$ cat config.mk
export PLATFORM = sky130hd
export DESIGN_NAME = board_mem_arbiter
export DESIGN_NICKNAME = d
export VERILOG_FILES = /design/src/rtl/board_mem_arbiter_pkg.sv /design/src/rtl/board_arb_prio.sv /design/src/rtl/board_mem_arbiter.sv
export SDC_FILE = /design/constraint.sdc
export NUM_CORES = 1
export LEC_CHECK = 0
export CORE_ASPECT_RATIO = 1.75
export CORE_MARGIN = 2
export CORE_UTILIZATION = 44
export DETAILED_ROUTE_END_ITERATION = 10
export PLACE_DENSITY = 0.8
export SETUP_SLACK_MARGIN = 0.15
export SYNTH_ARGS = -nofsm -noshare
export SYNTH_HDL_FRONTEND = slang
export SYNTH_SLANG_ARGS = --single-unit
$ cat constraint.sdc
create_clock -name clk_in -period 1.75 [get_ports clk_in]
set_clock_uncertainty 0.2 [all_clocks]
set_input_delay 0.35 -clock clk_in [delete_from_list [all_inputs] [get_ports clk_in]]
set_output_delay 0.35 -clock clk_in [all_outputs]
set_load 0.02 [all_outputs]
$ cat src/rtl/board_mem_arbiter_pkg.sv
// Shared constants for the Tetrix board RAM arbiter: board geometry, FSM encodings, owner codes.
// Optional build macro BOARD_ARB_RR_EN selects round-robin arbitration in board_arb_prio.
package board_mem_arbiter_pkg;

    localparam int BOARD_ROWS = 20;
    localparam int BOARD_COLS = 10;

    localparam logic [1:0] ST_IDLE = 2'd0;
    localparam logic [1:0] ST_ACC  = 2'd1;
    localparam logic [1:0] ST_RESP = 2'd2;

    localparam logic OWN_DISP = 1'b0;
    localparam logic OWN_GAME = 1'b1;

    function automatic logic [3:0] sat_inc4(input logic [3:0] value, input logic [3:0] limit);
        if (value >= limit) begin
            return limit;
        end else begin
            return value + 4'd1;
        end
    endfunction

endpackage

$ cat src/rtl/board_arb_prio.sv
// Winner pick for the board RAM arbiter: display priority with a starvation guard by default,
// or round-robin when BOARD_ARB_RR_EN is defined. pick = 1 means the game engine wins.
module board_arb_prio
    import board_mem_arbiter_pkg::*;
#(
    parameter int MAX_WAIT = 4
) (
    input  logic clk_in,
    input  logic rst,
    input  logic disp_req,
    input  logic game_req,
    input  logic sample,
    output logic pick
);

`ifdef BOARD_ARB_RR_EN
    logic last_r;

    // Round-robin winner: the client not granted last wins a tie
    always_comb begin
        if (disp_req && game_req) begin
            pick = ~last_r;
        end else if (game_req) begin
            pick = OWN_GAME;
        end else begin
            pick = OWN_DISP;
        end
    end

    // Last-owner register; reset favours display on the first tie
    always_ff @(posedge clk_in) begin
        if (rst) begin
            last_r <= OWN_GAME;
        end else if (sample) begin
            last_r <= pick;
        end else begin
            last_r <= last_r;
        end
    end
`else
    localparam logic [3:0] MAX_WAIT_C = 4'(MAX_WAIT);
    logic [3:0] wait_cnt_r;

    // Display wins ties unless the game has already lost MAX_WAIT times in a row
    always_comb begin
        if (game_req && (!disp_req || (wait_cnt_r == MAX_WAIT_C))) begin
            pick = OWN_GAME;
        end else begin
            pick = OWN_DISP;
        end
    end

    // Starvation counter: counts display wins over a pending game request
    always_ff @(posedge clk_in) begin
        if (rst) begin
            wait_cnt_r <= 4'd0;
        end else if (!game_req) begin
            wait_cnt_r <= 4'd0;
        end else if (sample && (pick == OWN_GAME)) begin
            wait_cnt_r <= 4'd0;
        end else if (sample) begin
            wait_cnt_r <= sat_inc4(wait_cnt_r, MAX_WAIT_C);
        end else begin
            wait_cnt_r <= wait_cnt_r;
        end
    end
`endif

endmodule

$ cat src/rtl/board_mem_arbiter.sv
// Two-client arbiter/sequencer for the Tetrix board RAM (display reads, game reads/writes).
// Build macro BOARD_ARB_RR_EN switches arbitration to round-robin (see board_arb_prio).
module board_mem_arbiter
    import board_mem_arbiter_pkg::*;
#(
    parameter int ADDR_W   = $clog2(BOARD_ROWS),
    parameter int DATA_W   = BOARD_COLS,
    parameter int MAX_WAIT = 4
) (
    input  logic              clk_in,
    input  logic              rst,
    input  logic              disp_req,
    input  logic [ADDR_W-1:0] disp_addr,
    output logic              disp_gnt,
    output logic              disp_rvalid,
    output logic [DATA_W-1:0] disp_rdata,
    input  logic              game_req,
    input  logic              game_we,
    input  logic [ADDR_W-1:0] game_addr,
    input  logic [DATA_W-1:0] game_wdata,
    output logic              game_gnt,
    output logic              game_rvalid,
    output logic [DATA_W-1:0] game_rdata,
    output logic              mem_en,
    output logic              mem_we,
    output logic [ADDR_W-1:0] mem_addr,
    output logic [DATA_W-1:0] mem_wdata,
    input  logic [DATA_W-1:0] mem_rdata
);

    logic [1:0]        state_r;
    logic              owner_r;
    logic              sample_s;
    logic              pick_s;
    logic [DATA_W-1:0] disp_hold_r;
    logic [DATA_W-1:0] game_hold_r;

    assign sample_s = (state_r != ST_ACC) && (disp_req || game_req);

    board_arb_prio #(
        .MAX_WAIT (MAX_WAIT)
    ) u_prio (
        .clk_in   (clk_in),
        .rst      (rst),
        .disp_req (disp_req),
        .game_req (game_req),
        .sample   (sample_s),
        .pick     (pick_s)
    );

    // Sequencer FSM plus registered grant, RAM command and read-valid outputs
    always_ff @(posedge clk_in) begin
        if (rst) begin
            state_r     <= ST_IDLE;
            owner_r     <= OWN_DISP;
            disp_gnt    <= 1'b0;
            game_gnt    <= 1'b0;
            disp_rvalid <= 1'b0;
            game_rvalid <= 1'b0;
            mem_en      <= 1'b0;
            mem_we      <= 1'b0;
            mem_addr    <= '0;
            mem_wdata   <= '0;
        end else begin
            disp_gnt    <= 1'b0;
            game_gnt    <= 1'b0;
            disp_rvalid <= 1'b0;
            game_rvalid <= 1'b0;
            mem_en      <= 1'b0;
            case (state_r)
                ST_IDLE, ST_RESP: begin
                    if (sample_s) begin
                        state_r <= ST_ACC;
                        owner_r <= pick_s;
                        mem_en  <= 1'b1;
                        if (pick_s == OWN_GAME) begin
                            game_gnt  <= 1'b1;
                            mem_we    <= game_we;
                            mem_addr  <= game_addr;
                            mem_wdata <= game_wdata;
                        end else begin
                            disp_gnt  <= 1'b1;
                            mem_we    <= 1'b0;
                            mem_addr  <= disp_addr;
                            mem_wdata <= mem_wdata;
                        end
                    end else begin
                        state_r <= ST_IDLE;
                        mem_we  <= 1'b0;
                    end
                end
                ST_ACC: begin
                    // mem_we still carries the access type issued this cycle
                    state_r     <= ST_RESP;
                    mem_we      <= 1'b0;
                    disp_rvalid <= !mem_we && (owner_r == OWN_DISP);
                    game_rvalid <= !mem_we && (owner_r == OWN_GAME);
                end
                default: begin
                    state_r <= ST_IDLE;
                    mem_we  <= 1'b0;
                end
            endcase
        end
    end

    // Per-client copy of the last delivered row so the non-owner's rdata stays stable
    always_ff @(posedge clk_in) begin
        if (rst) begin
            disp_hold_r <= '0;
            game_hold_r <= '0;
        end else begin
            if (disp_rvalid) begin
                disp_hold_r <= mem_rdata;
            end else begin
                disp_hold_r <= disp_hold_r;
            end
            if (game_rvalid) begin
                game_hold_r <= mem_rdata;
            end else begin
                game_hold_r <= game_hold_r;
            end
        end
    end

    // RAM data passes straight through in the response cycle, otherwise the held row
    always_comb begin
        disp_rdata = disp_hold_r;
        game_rdata = game_hold_r;
        if (disp_rvalid) begin
            disp_rdata = mem_rdata;
        end else begin
            disp_rdata = disp_hold_r;
        end
        if (game_rvalid) begin
            game_rdata = mem_rdata;
        end else begin
            game_rdata = game_hold_r;
        end
    end

endmodule

==> qor.log, run 1 <==
INFO  run_status     outcome=complete, but fails checks
INFO  run_status     violations=setup timing
INFO  floorplan      core.rowCount=32
INFO  power          power.share.clock=33.9%
INFO  logic_synthesis yosys_register_bits=48
INFO  global_routing globalRouteOverflowTotal=0
INFO  route          routed_wl=4970um
INFO  floorplan      number_of_i_o_pins=76
INFO  critical_path  maximum_fanout_along_the_worst_path=5
INFO  logic_synthesis synth_xor_area_share=0%
INFO  logic_synthesis synthTopCellsByArea=sky130_fd_sc_hd__dfxtp_1 48%, sky130_fd_sc_hd__mux2_1 11%, sky130_fd_sc_hd__nand2b_1 7.2%
INFO  critical_path  critical_path.max_stage_delay=0.39ns
INFO  power          combinationalPowerShare=19.2%
INFO  critical_path  timing.critical_path.slowest_stage_cell=sky130_fd_sc_hd__dfxtp_4
INFO  floorplan      die_x=55.1um
INFO  global_routing first_global_vias=1586
INFO  route          drtPass1Iterations=3
INFO  critical_path  worst_r2r_startpoint=u_prio.wait_cnt_r[0]
INFO  power          total_leakage_power=1.43nW
INFO  logic_synthesis yosys_warnings=0
INFO  logic_synthesis synth-adder-area-share=1.24%
INFO  global_routing pin_count_of_the_biggest_net_entering_global_routing=22
INFO  timing         setup_repair_after_global_routing_missed_its_margin=yes
INFO  cells_and_area fin_util=74.5%
INFO  clocking       cts_tree=yes
INFO  timing         finalMaxSlewViolations=0
INFO  timing         fin_tns_setup=-1.53ns
INFO  power          seq_power_share=47.0%
INFO  route          detailedRoute.firstIterationViolations=14
INFO  route          detail_route.wl_per_cell=14.9um
INFO  critical_path  cp_cell_sequence=clkbuf_16, mux2_4, buf_6
INFO  clocking       root_buffer=sky130_fd_sc_hd__clkbuf_8
INFO  job            max_cap_violations=0
INFO  critical_path  r2r_end=mem_addr[4]
INFO  critical_path  cp-startpoint=game_rvalid
INFO  placed_design  numPortBuffers=75
INFO  timing         worst-slew-pin-transition=0.279ns
INFO  critical_path  critical_path.endpoint=game_rdata[8]
INFO  cells_and_area final_layout_size_suffix_gt1_share=31.1%
INFO  timing         final.period_utilization=106%
INFO  power          worst_vdd_ir=0.690mV
INFO  cells_and_area finalNetCount=319
INFO  worst_hold_path worst_hold_path_type=flop to flop
INFO  critical_path  setup.reg_to_reg.worst_slack=0.21ns
INFO  logic_synthesis synth_compound_gate_area_share=6.28%
INFO  timing         layout_min_cycle_time=1.85ns
INFO  logic_synthesis async_reset_ff_share=0%
INFO  critical_path  critical_path.startpoint_type=flop
INFO  logic_synthesis syn-num-nets=227
INFO  logic_synthesis syn_area=2010squm
INFO  clocking       cts.clk_slew.worst_paths=0.09ns
INFO  floorplan      floorplan.die_area=5150squm
INFO  clocking       numClockSinks=48
INFO  clocking       clock_insertion_delay_worst_skew=0.30ns
INFO  floorplan      die_height=93.5um
INFO  logic_synthesis dominant_combinational_cell_family_by_area_after_synthesis=simple AND/OR/NAND/NOR gates
INFO  critical_path  required_time_of_the_worst_setup_path=1.20ns
INFO  floorplan      initial_core_util=45.7%
INFO  global_routing global_route_wire_length_before_repair=7000um
INFO  critical_path  path_class=flop to primary output
INFO  route          avgViaCountPerCell=5.03
INFO  clocking       number_of_buffers_created_by_cts=5
INFO  timing         fmax=541MHz
INFO  route          route.vias.total=1679
INFO  critical_path  reg2reg_depth=6
INFO  logic_synthesis post_synth.cell_area_avg=10.6squm
INFO  critical_path  critical_path.endpoint_type=primary output
INFO  cells_and_area flow.area_growth_from_synthesis=63.1%
INFO  logic_synthesis synth_sequential_area_ratio=47.8%
INFO  placed_design  place.detailed.hpwl=3360um
INFO  power          intPower=0.00187W
INFO  logic_synthesis yosys.cell_types.count=31
INFO  logic_synthesis synth-simple-area-share=24.3%
INFO  placed_design  preCtsSetupSlack=-0.453ns
INFO  global_routing globalRouteTotalUtil=18.7%
INFO  logic_synthesis synth_cells=190
INFO  placed_design  final_replace_weighted_congestion=0.700
INFO  global_routing antenna_found_initial=0
INFO  logic_synthesis share_of_cell_area_taken_by_muxes_after_synthesis=16.2%
INFO  clocking       cts_max_path_buffers=2
INFO  critical_path  worst_path_arrival=1.30ns
INFO  floorplan      floorplan.core_area=4400squm
INFO  timing         timing.final.setup_violations=20
INFO  logic_synthesis synth_top_area_share=47.8%
INFO  power          netSwitchingPower=0.000598W
INFO  clocking       cts.hold.buffers_added=0
INFO  route          antenna_violating_nets_left=0
INFO  timing         worst_slack=-0.0979ns
INFO  power          power-per-cell-area=752nW/um^2
INFO  logic_synthesis synth_ff_type=sky130_fd_sc_hd__dfxtp_1
INFO  timing         timing.final.hold_violations=0
INFO  timing         slew-limit-headroom=81.4%
INFO  logic_synthesis netlist.top_cell.by_area=sky130_fd_sc_hd__dfxtp_1
INFO  clocking       cts_htree_levels=2
INFO  logic_synthesis synth_enable_flop_cells=0
INFO  route          route.detailed.drc=0
INFO  power          swShare=24.2%
INFO  cells_and_area n_antenna_cell=0
-- cells in the mapped netlist, types with 2 or more instances --
cell	n
sky130_fd_sc_hd__a21oi_1	2
sky130_fd_sc_hd__mux2_1	20
sky130_fd_sc_hd__nand4b_1	2
sky130_fd_sc_hd__nor2_1	10
sky130_fd_sc_hd__nor4bb_1	5
sky130_fd_sc_hd__a211oi_1	8
sky130_fd_sc_hd__inv_1	3
sky130_fd_sc_hd__nor4_1	6
sky130_fd_sc_hd__nand2_1	2
sky130_fd_sc_hd__dfxtp_1	48
sky130_fd_sc_hd__and3_1	2
sky130_fd_sc_hd__nand2b_1	23
sky130_fd_sc_hd__clkbuf_1	6
sky130_fd_sc_hd__buf_4	2
sky130_fd_sc_hd__buf_2	5
sky130_fd_sc_hd__nor2b_1	21
sky130_fd_sc_hd__ha_1	2
sky130_fd_sc_hd__mux2i_1	10
-- worst max-delay path: cells and delay by family, from the launching register on --
kind	cells	cell delay, ns
flip-flops	1	0.39
multiplexers	1	0.31
buffers and inverters	2	0.28
-- sequential cells by signal, indices dropped and copies added (netlist names), 2 cells and up --
signal,flops
state_r,2
mem_addr,5
game_hold_r,10
mem_wdata,10
u_prio.wait_cnt_r,4
disp_hold_r,10
-- layout make-up --
type                    count  area (sq um)
clock buffers               6          82.6
clock inverters             2          38.8
fillers                   323          1120
inverters                   3          11.3
multi-input cells         125          1090
flip-flops and latches     48           971
well taps                  51          63.8
repair buffers             99          1020
-- repair_timing --
| action | 4_1_cts | 5_1_grt |
|---|---|---|
| cloned | 0 | 2 |
| gates resized for setup | 136 | 52 |
| pin swaps | 1 | 2 |
| setup buffers | 1 | 1 |
| endpoints found under the setup margin | 46 | 27 |
-- cells in the final DEF (no fill, tap or decap), types with 8 or more instances in the layout --
master and n:
sky130_fd_sc_hd__dfxtp_1 44, sky130_fd_sc_hd__nor2_1 10, sky130_fd_sc_hd__mux2_4 20, sky130_fd_sc_hd__nand2b_1 22, sky130_fd_sc_hd__a211oi_1 8, sky130_fd_sc_hd__buf_6 23
sky130_fd_sc_hd__buf_4 17, sky130_fd_sc_hd__mux2i_1 10, sky130_fd_sc_hd__nor2b_1 21, sky130_fd_sc_hd__clkdlybuf4s50_1 32, sky130_fd_sc_hd__dlygate4sd2_1 20
-- how the worst min path moves through the flow --
stage	end	from	slack [ns]	cells after the start
global route	game_rvalid	mem_we	0.27	1
CTS	disp_rvalid	owner_r	0.25	1
floorplan	disp_rvalid	owner_r	0.22	1
detailed placement	disp_rvalid	owner_r	0.25	1
global placement	disp_rvalid	owner_r	0.23	1
finish	disp_rvalid	owner_r	0.25	1
-- metal layers --
metal / up-vias / GRT usage [%] / wire [um]
met5: - / 0 / 0
met4: 0 / 7.32 / 98
met3: 7 / 4.47 / 199
met2: 44 / 34.3 / 2810
met1: 794 / 18.9 / 1850
li1: 834 / - / -
-- cells by family after synthesis --
family | after synthesis
buf+inv | 17
simple gates | 76
mux | 30
fa+ha+maj | 2
flops | 48
compound gates | 17
-- power groups by stage --
stage          clock (W)  sequential (W)  combinational [W]
2_1_floorplan          0         0.00121           0.000173
3_3_place_gp           0         0.00118           0.000436
3_5_place_dp           0         0.00118           0.000441
4_1_cts         0.000864         0.00116           0.000428
5_1_grt         0.000904         0.00117           0.000504
6_report        0.000836         0.00116           0.000473
-- metrics by stage --
stage          total power [W]  instance area [sq um]  instances  hold slack (ns)
5_1_grt                0.00257                   3280        334            0.270
2_1_floorplan          0.00139                   2020        190            0.216
4_1_cts                0.00245                   3050        331            0.252
6_report               0.00247                   3280        334            0.246
3_5_place_dp           0.00163                   2950        322            0.245
3_3_place_gp           0.00162                   2950        322            0.231
(Power assumes the default switching activity.)
==> inputs of run 2 (changes only) <==
- CORE_ASPECT_RATIO: 1.75 -> 1.2
- CTS_CLUSTER_SIZE: unset -> 30
==> qor.log, run 2 (synthesis gave the netlist of run 1 again) <==
INFO  run_status     outcome=complete, but fails checks [unchanged]
INFO  run_status     violations=setup timing [unchanged]
INFO  placed_design  dpl_cell_area=2940squm [was 2950 sq um]
INFO  floorplan      initial_core_util=46.5% [was 45.7%]
INFO  floorplan      die_height=78.1um [was 93.5 um]
INFO  clocking       cts_max_path_buffers=2 [unchanged]
INFO  clocking       numClockSinks=48 [unchanged]
INFO  worst_hold_path worst_hold_path_type=flop to flop [unchanged]
INFO  worst_hold_path whs_path_depth=1 [unchanged]
INFO  power          power-per-cell-area=710nW/um^2 [was 752 nW/um^2]
INFO  floorplan      floorplan.die_area=5130squm [was 5150 sq um]
INFO  floorplan      number_of_i_o_pins=76 [unchanged]
INFO  job            max_cap_violations=0 [unchanged]
INFO  critical_path  cp-startpoint=game_rvalid [unchanged]
INFO  timing         setup_repair_after_global_routing_missed_its_margin=yes [unchanged]
INFO  timing         layout_min_cycle_time=1.83ns [was 1.85 ns]
INFO  cells_and_area reg.largest.list=disp_hold_r: 10 flops, game_hold_r: 10 flops, mem_wdata: 10 flops [unchanged]
INFO  power          total_leakage_power=1.39nW [was 1.43 nW]
INFO  critical_path  worst_path_arrival=1.28ns [was 1.30 ns]
INFO  critical_path  timing.critical_path.slowest_stage_cell=sky130_fd_sc_hd__dfxtp_4 [unchanged]
INFO  cells_and_area final_cell_mix=44 x sky130_fd_sc_hd__dfxtp_1, 32 x sky130_fd_sc_hd__clkdlybuf4s50_1, 22 x sky130_fd_sc_hd__nand2b_1 [was 44 x sky130_fd_sc_hd__dfxtp_1, 32 x sky130_fd_sc_hd__clkdlybuf4s50_1, 23 x sky130_fd_sc_hd__buf_6]
INFO  clocking       cts_tree=yes [unchanged]
INFO  clocking       clock_insertion_delay_worst_skew=0.30ns [about the same]
INFO  placed_design  final_replace_weighted_congestion=0.764 [was 0.700]
INFO  clocking       cts.hold.buffers_added=0 [unchanged]
INFO  global_routing pin_count_of_the_biggest_net_entering_global_routing=23 [was 22]
INFO  global_routing globalRouteOverflowTotal=0 [unchanged]
INFO  critical_path  reg2reg_depth=6 [unchanged]
INFO  placed_design  place.detailed.hpwl=3270um [was 3360 um]
INFO  critical_path  critical_path.endpoint=game_rdata[3] [was game_rdata[8]]
INFO  timing         worst_slack=-0.0809ns [was -0.0979 ns]
INFO  route          antenna_violating_nets_left=0 [unchanged]
INFO  route          routed_wl=5050um [was 4970 um]
INFO  clocking       number_of_buffers_created_by_cts=5 [unchanged]
INFO  route          detail_route.wl_per_cell=14.9um [about the same]
INFO  timing         final.period_utilization=105% [was 106%]
INFO  critical_path  cp_cell_sequence=clkbuf_16, mux2_4, buf_6 [unchanged]
INFO  timing         timing.final.setup_violations=20 [unchanged]
INFO  timing         fmax=546MHz [was 541 MHz]
INFO  route          route.vias.total=1665 [was 1679]
INFO  critical_path  required_time_of_the_worst_setup_path=1.20ns [about the same]
INFO  critical_path  critical_path.max_stage_delay=0.39ns [about the same]
INFO  cells_and_area finalNetCount=320 [was 319]
INFO  critical_path  critical_path.startpoint_type=flop [unchanged]
INFO  cells_and_area finalInstanceArea=3240squm [was 3280 sq um]
INFO  route          drtPass1Iterations=4 [was 3]
INFO  cells_and_area final_common_cell=sky130_fd_sc_hd__dfxtp_1 [unchanged]
INFO  timing         timing.final.hold_violations=0 [unchanged]
INFO  placed_design  numPortBuffers=75 [unchanged]
INFO  clocking       cts.clk_slew.worst_paths=0.09ns [about the same]
INFO  floorplan      core.rowCount=26 [was 32]
INFO  global_routing global_route_wire_length_before_repair=7680um [was 7000 um]
INFO  timing         finalMaxSlewViolations=0 [unchanged]
INFO  cells_and_area final_layout_size_suffix_gt1_share=31.0% [was 31.1%]
INFO  global_routing globalRouteTotalUtil=19.2% [was 18.7%]
INFO  global_routing antenna_found_initial=0 [unchanged]
INFO  route          avgViaCountPerCell=4.90 [was 5.03]
INFO  power          worst_vdd_ir=0.400mV [was 0.690 mV]
INFO  critical_path  path_class=flop to primary output [unchanged]
INFO  timing         slew-limit-headroom=81.8% [was 81.4%]
INFO  floorplan      die_x=65.7um [was 55.1 um]
INFO  clocking       root_buffer=sky130_fd_sc_hd__clkbuf_8 [unchanged]
INFO  critical_path  maximum_fanout_along_the_worst_path=5 [unchanged]
INFO  critical_path  r2r_end=mem_addr[3] [was mem_addr[4]]
INFO  route          detailedRoute.firstIterationViolations=49 [was 14]
INFO  timing         worst-slew-pin-transition=0.270ns [was 0.279 ns]
INFO  cells_and_area flow.area_growth_from_synthesis=60.9% [was 63.1%]
INFO  cells_and_area n_antenna_cell=0 [unchanged]
INFO  cells_and_area fin_util=74.8% [was 74.5%]
INFO  clocking       cts_htree_levels=2 [unchanged]
INFO  global_routing first_global_vias=1688 [was 1586]
INFO  critical_path  setup.reg_to_reg.worst_slack=0.19ns [was 0.21 ns]
INFO  route          route.detailed.drc=0 [unchanged]
INFO  critical_path  critical_path.endpoint_type=primary output [unchanged]
INFO  critical_path  worst_r2r_startpoint=u_prio.wait_cnt_r[0] [unchanged]
INFO  timing         fin_tns_setup=-1.36ns [was -1.53 ns]
INFO  floorplan      floorplan.core_area=4330squm [was 4400 sq um]
[run 2: area by class of cell]
class | count | area [sq um]
clock buffer | 7 | 86.3
clock inverter | 1 | 7.51
fill | 294 | 1090
inverter | 3 | 11.3
multi-input combinational | 125 | 1080
sequential | 48 | 971
tap | 56 | 70.1
timing repair buffer | 100 | 1010
[run 2: worst min-delay path by stage]
stage / from / endpoint / slack [ns]
global placement: owner_r / disp_rvalid / 0.23
global route: owner_r / disp_rvalid / 0.26
floorplan: owner_r / disp_rvalid / 0.22
finish: owner_r / disp_rvalid / 0.24
detailed placement: owner_r / disp_rvalid / 0.24
CTS: owner_r / disp_rvalid / 0.24
[run 2: routing by layer]
layer	vias up	share of wire, %	wire length, um	track usage (%)
li1	836	-	-	-
met1	775	40	2040	21.6
met2	48	52	2650	34.8
met3	6	6.1	310	5.01
met4	0	1.1	54	5.63
met5	-	0	0	0
[run 2: critical path, delay by kind of cell (launching register included)]
family,cells,cell delay (ns)
flip-flops,1,0.39
multiplexers,1,0.31
buffers and inverters,2,0.29
[run 2: report_power, final]
| group | internal (W) | total, W | leakage (nW) | switching (W) |
|---|---|---|---|---|
| clock | 0.000321 | 0.000674 | 0.0445 | 0.000353 |
| sequential | 0.00114 | 0.00116 | 0.394 | 0.0000242 |
| combinational | 0.000262 | 0.000467 | 0.952 | 0.000205 |
[run 2: through the flow]
step | instances | hold WS [ns] | total power (W) | setup slack, ns
detailed placement | 326 | 0.237 | 0.00162 | -0.447
CTS | 336 | 0.242 | 0.00230 | -0.0977
global route | 340 | 0.262 | 0.00241 | -0.120
floorplan | 190 | 0.216 | 0.00139 | 0.150
global placement | 326 | 0.230 | 0.00161 | -0.411
finish | 340 | 0.240 | 0.00230 | -0.0809
[run 2: what timing repair did]
action	4_1_cts	5_1_grt
setup buffers	1	3
gates cloned	1	1
pin swaps	2	6
gates resized for setup	147	38
setup endpoints to repair	54	40
==> inputs of run 3 (changes only) <==
- SKIP_CTS_REPAIR_TIMING: unset -> 1
==> qor.log, run 3 (synthesis gave the netlist of run 1 again) <==
INFO  run_status     outcome=complete, but fails checks [unchanged]
INFO  run_status     violations=setup timing [unchanged]
INFO  timing         setup_repair_after_global_routing_missed_its_margin=yes [unchanged]
INFO  power          power-per-cell-area=710nW/um^2 [about the same]
INFO  critical_path  critical_path.max_stage_delay=0.35ns [was 0.39 ns]
INFO  global_routing antenna_found_initial=0 [unchanged]
INFO  critical_path  critical_path_buf_inv_count=2 [unchanged]
INFO  critical_path  r2r_end=mem_addr[0] [was mem_addr[3]]
INFO  clocking       cts_tree=yes [unchanged]
INFO  cells_and_area n_antenna_cell=0 [unchanged]
INFO  placed_design  preCtsSetupSlack=-0.447ns [unchanged]
INFO  power          power.share.clock=29.6% [was 29.3%]
INFO  route          drtPass1Iterations=3 [was 4]
INFO  route          routed_wl=4750um [was 5050 um]
INFO  timing         holdWs=0.236ns [was 0.240 ns]
INFO  floorplan      core.rowCount=26 [unchanged]
INFO  timing         final.period_utilization=105% [about the same]
INFO  timing         finalMaxSlewViolations=0 [unchanged]
INFO  global_routing globalRouteOverflowTotal=0 [unchanged]
INFO  cells_and_area flow.area_growth_from_synthesis=58.9% [was 60.9%]
INFO  critical_path  worst_r2r_startpoint=u_prio.wait_cnt_r[0] [unchanged]
INFO  placed_design  place.detailed.hpwl=3270um [unchanged]
INFO  route          wl_met3=294um [was 310 um]
INFO  timing         slew-limit-headroom=81.2% [was 81.8%]
INFO  route          route.detailed.drc=0 [unchanged]
INFO  clocking       root_buffer=sky130_fd_sc_hd__clkbuf_8 [unchanged]
INFO  floorplan      die_x=65.7um [unchanged]
INFO  floorplan      floorplan.die_area=5130squm [unchanged]
INFO  timing         worst-slew-pin-transition=0.282ns [was 0.270 ns]
INFO  clocking       clock_insertion_delay_worst_skew=0.30ns [about the same]
INFO  critical_path  maximum_fanout_along_the_worst_path=11 [was 5]
INFO  worst_hold_path worst_hold_path_type=flop to flop [unchanged]
INFO  clocking       cts.clk_slew.worst_paths=0.09ns [about the same]
INFO  power          combinationalPowerShare=19.4% [was 20.3%]
INFO  floorplan      floorplan.core_area=4330squm [unchanged]
INFO  critical_path  path_class=flop to primary output [unchanged]
INFO  power          worst_vdd_ir=0.408mV [was 0.400 mV]
INFO  clocking       numClockSinks=48 [unchanged]
INFO  timing         fin_tns_setup=-1.38ns [was -1.36 ns]
INFO  global_routing first_global_vias=1673 [was 1688]
INFO  route          wl_met2=2400um [was 2650 um]
INFO  critical_path  reg2reg_depth=6 [unchanged]
INFO  power          seq_power_share=51.0% [was 50.4%]
INFO  timing         timing.final.setup_violations=20 [unchanged]
INFO  cells_and_area fin_util=73.9% [was 74.8%]
INFO  timing         timing.final.hold_violations=0 [unchanged]
INFO  critical_path  worst_path_arrival=1.29ns [was 1.28 ns]
INFO  critical_path  critical_path.startpoint_type=flop [unchanged]
INFO  global_routing globalRouteTotalUtil=17.9% [was 19.2%]
INFO  critical_path  required_time_of_the_worst_setup_path=1.20ns [about the same]
INFO  timing         worst_slack=-0.0909ns [was -0.0809 ns]
INFO  placed_design  placed_cells=326 [unchanged]
INFO  critical_path  critical_path.endpoint_type=primary output [unchanged]
INFO  timing         fmax=543MHz [was 546 MHz]
INFO  clocking       number_of_buffers_created_by_cts=5 [unchanged]
INFO  route          detail_route.wl_per_cell=14.1um [was 14.9 um]
INFO  floorplan      initial_core_util=46.5% [unchanged]
INFO  global_routing pin_count_of_the_biggest_net_entering_global_routing=23 [unchanged]
INFO  placed_design  final_replace_weighted_congestion=0.764 [unchanged]
INFO  route          antenna_violating_nets_left=0 [unchanged]
INFO  cells_and_area final_layout_size_suffix_gt1_share=27.1% [was 31.0%]
INFO  route          routed.top_layer=met4 [unchanged]
INFO  clocking       cts_htree_levels=2 [unchanged]
INFO  critical_path  cp_cell_sequence=buf_12, mux2_1, clkbuf_2 [was clkbuf_16, mux2_4, buf_6]
INFO  worst_hold_path whs_path_depth=1 [unchanged]
INFO  cells_and_area finalNetCount=316 [was 320]
INFO  critical_path  setup.reg_to_reg.worst_slack=0.19ns [about the same]
INFO  route          wl_met1=1990um [was 2040 um]
INFO  cells_and_area final_common_cell=sky130_fd_sc_hd__dfxtp_1 [unchanged]
INFO  clocking       cts_max_path_buffers=2 [unchanged]
INFO  critical_path  timing.critical_path.slowest_stage_cell=sky130_fd_sc_hd__dfxtp_2 [was sky130_fd_sc_hd__dfxtp_4]
INFO  cells_and_area finish.cell_count_without_fillers=336 [was 340]
INFO  power          intPower=0.00170W [was 0.00172 W]
INFO  floorplan      die_height=78.1um [unchanged]
INFO  worst_hold_path holdCritStartpoint=mem_we [was owner_r]
INFO  placed_design  numPortBuffers=75 [unchanged]
INFO  cells_and_area final_cell_mix=44 x sky130_fd_sc_hd__dfxtp_1, 32 x sky130_fd_sc_hd__clkdlybuf4s50_1, 23 x sky130_fd_sc_hd__nand2b_1 [was 44 x sky130_fd_sc_hd__dfxtp_1, 32 x sky130_fd_sc_hd__clkdlybuf4s50_1, 22 x sky130_fd_sc_hd__nand2b_1]
INFO  global_routing global_route_wire_length_before_repair=7250um [was 7680 um]
INFO  power          total_leakage_power=1.62nW [was 1.39 nW]
INFO  power          swShare=25.1% [was 25.3%]
INFO  critical_path  timing.critical_path.max_delay_family=flip-flops [unchanged]
INFO  worst_hold_path whs_endpoint=game_rvalid [was disp_rvalid]
INFO  job            max_cap_violations=0 [unchanged]
INFO  route          detailedRoute.firstIterationViolations=54 [was 49]
INFO  floorplan      number_of_i_o_pins=76 [unchanged]
INFO  timing         layout_min_cycle_time=1.84ns [was 1.83 ns]
INFO  cells_and_area reg.largest.list=disp_hold_r: 10 flops, game_hold_r: 10 flops, mem_wdata: 10 flops [unchanged]
INFO  route          avgViaCountPerCell=4.91 [was 4.90]
INFO  power          netSwitchingPower=0.000570W [was 0.000581 W]
INFO  route          route.vias.total=1649 [was 1665]
run 3: changes by cell type in the layout (fill, tap and decap cells not counted), sizes merged:
cell and delta:
clkdlybuf4s15 -1, dlymetal6s2s +21, buf -7, dlygate4sd2 -19, clkbuf +2
run 3: power by group through the flow:
stage               clock [W]  sequential, W  combinational, W
floorplan                   0        0.00121          0.000173
global placement            0        0.00118          0.000427
global route         0.000750        0.00116          0.000471
finish               0.000673        0.00116          0.000441
CTS                  0.000700        0.00116          0.000434
detailed placement          0        0.00118          0.000432
run 3: worst max path at each step:
| stage | from | depth (start not counted) | endpoint |
|---|---|---|---|
| 2_1_floorplan | disp_rvalid | 2 | disp_rdata[5] |
| 3_3_place_gp | mem_rdata[9] | 3 | disp_rdata[9] |
| 3_5_place_dp | mem_rdata[7] | 3 | game_rdata[7] |
| 4_1_cts | game_rvalid | 3 | game_rdata[3] |
| 5_1_grt | disp_rvalid | 3 | disp_rdata[7] |
| 6_report | disp_rvalid | 3 | disp_rdata[5] |
run 3: worst reg2reg max path, delay by kind of cell, from the launching register on:
| kind | cells | cell delay (ns) |
|---|---|---|
| AND/OR/NAND/NOR | 3 | 0.54 |
| flip-flops | 1 | 0.34 |
| buffers and inverters | 2 | 0.24 |
| adder cells (fa/ha/maj) | 1 | 0.15 |
run 3: layout make-up:
type                            count  area [sq um]
Fill cell                         282          1130
Timing Repair Buffer               96           993
Tap cell                           56          70.1
Multi-Input combinational cell    125          1060
Sequential cell                    48           968
Clock inverter                      1          7.51
Inverter                            3          11.3
Clock buffer                        7          86.3
run 3: metrics by stage:
step	instance area (sq um)	total power (W)
floorplan	2020	0.00139
global placement	2940	0.00161
detailed placement	2940	0.00162
CTS	3030	0.00229
global route	3200	0.00238
finish	3200	0.00227
run 3: layer usage:
layer	up-vias	global-route usage (%)
met5	-	0
met4	0	5.63
met3	6	5.01
met2	48	32.8
met1	763	19.5
li1	832	-
==> RTL change (flow settings as in run 2) <==
The package constant `BOARD_COLS` goes from 10 to 9.
--- a/src/rtl/board_mem_arbiter_pkg.sv
+++ b/src/rtl/board_mem_arbiter_pkg.sv
@@ -3,7 +3,7 @@
 package board_mem_arbiter_pkg;
 
     localparam int BOARD_ROWS = 20;
-    localparam int BOARD_COLS = 10;
+    localparam int BOARD_COLS = 9;
 
     localparam logic [1:0] ST_IDLE = 2'd0;
     localparam logic [1:0] ST_ACC  = 2'd1;
Ports: changed (5 resized); port bits go from 76 to 71. The function was not compared with the original's and may differ.
==> RTL change against run 2 <==
Final area down 4.9%. Sequential cell count down 3. The run still ends with setup timing left. First-iteration DRC count down 2.0%. Highest routed layer unchanged. Power up 6.7%. Count of clock-buffer cells in the layout down 2. Worst setup slack better by 0.00062 ns. Wire length down 9.2%. Area after synthesis down 6.0%.
==> RTL change: results (changes against run 2) <==
outcome = finished with violations (unchanged)
violated checks = setup timing (unchanged)
Critical path destination = game_rdata[0] (was game_rdata[3])
final weighted congestion in routability-driven placement = 0.709 (was 0.764)
violation count after the first detailed-routing iteration = 48 (was 49)
count of non-filler cells in the finished layout = 318 (was 340)
adder and majority gate portion of the synthesized area = 0.0132 (was 0.0124)
least setup slack across all paths after layout = -0.0802 ns (was -0.0809 ns)
Reg2Reg Launch Point = u_prio.wait_cnt_r[0] (unchanged)
Endpoint, Worst Hold = disp_rvalid (unchanged)
number of diodes added for antenna fixing = 0 (unchanged)
R2R Path End = mem_addr[2] (was mem_addr[3])
final-stage net count = 296 (was 320)
synthesized instance count = 178 (was 190)
number of unique standard cell types used by synthesis = 30 (was 31)
overall routed net length = 4590 um (was 5050 um)
leading cell types by total area after synthesis = sky130_fd_sc_hd__dfxtp_1 48%, sky130_fd_sc_hd__mux2_2 11%, sky130_fd_sc_hd__nand2b_1 6.6% (was sky130_fd_sc_hd__dfxtp_1 48%, sky130_fd_sc_hd__mux2_1 11%, sky130_fd_sc_hd__nand2b_1 7.2%)
number of buffers added on ports = 70 (was 75)
dpl cells = 306 (was 326)
total routing resource utilization after global routing = 0.182 (was 0.192)
slowest cell on the critical path = sky130_fd_sc_hd__dfxtp_4 (unchanged)
number of cells on the worst hold path = 1 (unchanged)
post-placement setup slack = -0.400 ns (was -0.447 ns)
#FFs+latches synth = 45 (was 48)
flop2flop setup slack = 0.21 ns (was 0.19 ns)
vias per cell = 5.02 (was 4.90)
count of TritonRoute iterations in the first routing pass = 4 (unchanged)
Max-Slew Margin vs Limit = 0.764 (was 0.818)
half-perimeter wire length of the detailed placement result = 2820 um (was 3270 um)
top cell types by occurrence after synthesis = 45 x sky130_fd_sc_hd__dfxtp_1, 20 x sky130_fd_sc_hd__nand2b_1, 19 x sky130_fd_sc_hd__nor2b_1 (was 48 x sky130_fd_sc_hd__dfxtp_1, 23 x sky130_fd_sc_hd__nand2b_1, 21 x sky130_fd_sc_hd__nor2b_1)
vias in the first global route = 1433 (was 1688)
largest net degree at the start of global routing = 26 (was 23)
Max IR drop VDD = 0.802 mV (was 0.400 mV)
global-route wire length before repair = 6690 um (was 7680 um)
hold crit path type = flip-flop to flip-flop (unchanged)
multiplexer fraction of the synthesized cell area = 0.155 (was 0.162)
final number of setup-violating endpoints = 18 (was 20)
registers with the most flip-flops = disp_hold_r: 9 flops, game_hold_r: 9 flops, mem_wdata: 9 flops (was disp_hold_r: 10 flops, game_hold_r: 10 flops, mem_wdata: 10 flops)
share of cells above drive strength 1 = 0.313 (was 0.310)
worst hold slack across all endpoints = 0.251 ns (was 0.240 ns)
leakage power = 1.34 nW (was 1.39 nW)
part of the Yosys area used for sequential elements = 0.477 (was 0.478)
number of nets produced by synthesis = 213 (was 227)
area fraction in compound gates after synthesis = 0.0668 (was 0.0628)
Longest Clk Path Bufs = 2 (unchanged)
## RTL change: layout make-up
cell class / count / area [um^2]
tap: 56 / 70.1
fill: 275 / 1120
sequential: 45 / 908
timing repair buffer: 88 / 898
multi-input combinational: 118 / 1050
clock buffer: 5 / 68.8
clock inverter: 3 / 68.8
inverter: 3 / 11.3
## RTL change: worst max-delay path: cells and delay by family, from the launching register on
| kind | cells | cell delay (ns) |
|---|---|---|
| flops | 1 | 0.38 |
| mux | 1 | 0.31 |
| buf+inv | 2 | 0.28 |
## RTL change: where the power goes
part / internal [W] / total (W) / leakage, nW / switching [W]
Sequential: 0.00107 / 0.00109 / 0.369 / 0.0000247
Clock: 0.000574 / 0.000936 / 0.0687 / 0.000362
Combinational: 0.000236 / 0.000427 / 0.905 / 0.000191
## RTL change: per-stage QoR
stage | util | setup TNS [ns] | total power (W) | area (um^2)
floorplan | - | 0 | 0.00131 | 1900
global placement | 0.653 | -10.65 | 0.00151 | 2740
detailed placement | 0.653 | -11.40 | 0.00151 | 2740
CTS | 0.694 | -1.16 | 0.00245 | 2910
global route | 0.734 | -1.68 | 0.00256 | 3080
finish | 0.734 | -0.883 | 0.00245 | 3080
## RTL change: layer usage
| layer | track usage | share of wire | vias up |
|---|---|---|---|
| li1 | - | - | 792 |
| met1 | 0.205 | 0.42 | 757 |
| met2 | 0.314 | 0.51 | 42 |
| met3 | 0.0561 | 0.050 | 5 |
| met4 | 0.0942 | 0.022 | 0 |
| met5 | 0 | 0 | - |
## RTL change: what timing repair did
action	4_1_cts	5_1_grt
cloned	1	1
resized for setup	134	39
pin swaps	1	2
buffers inserted	1	1
setup endpoints to repair	54	31
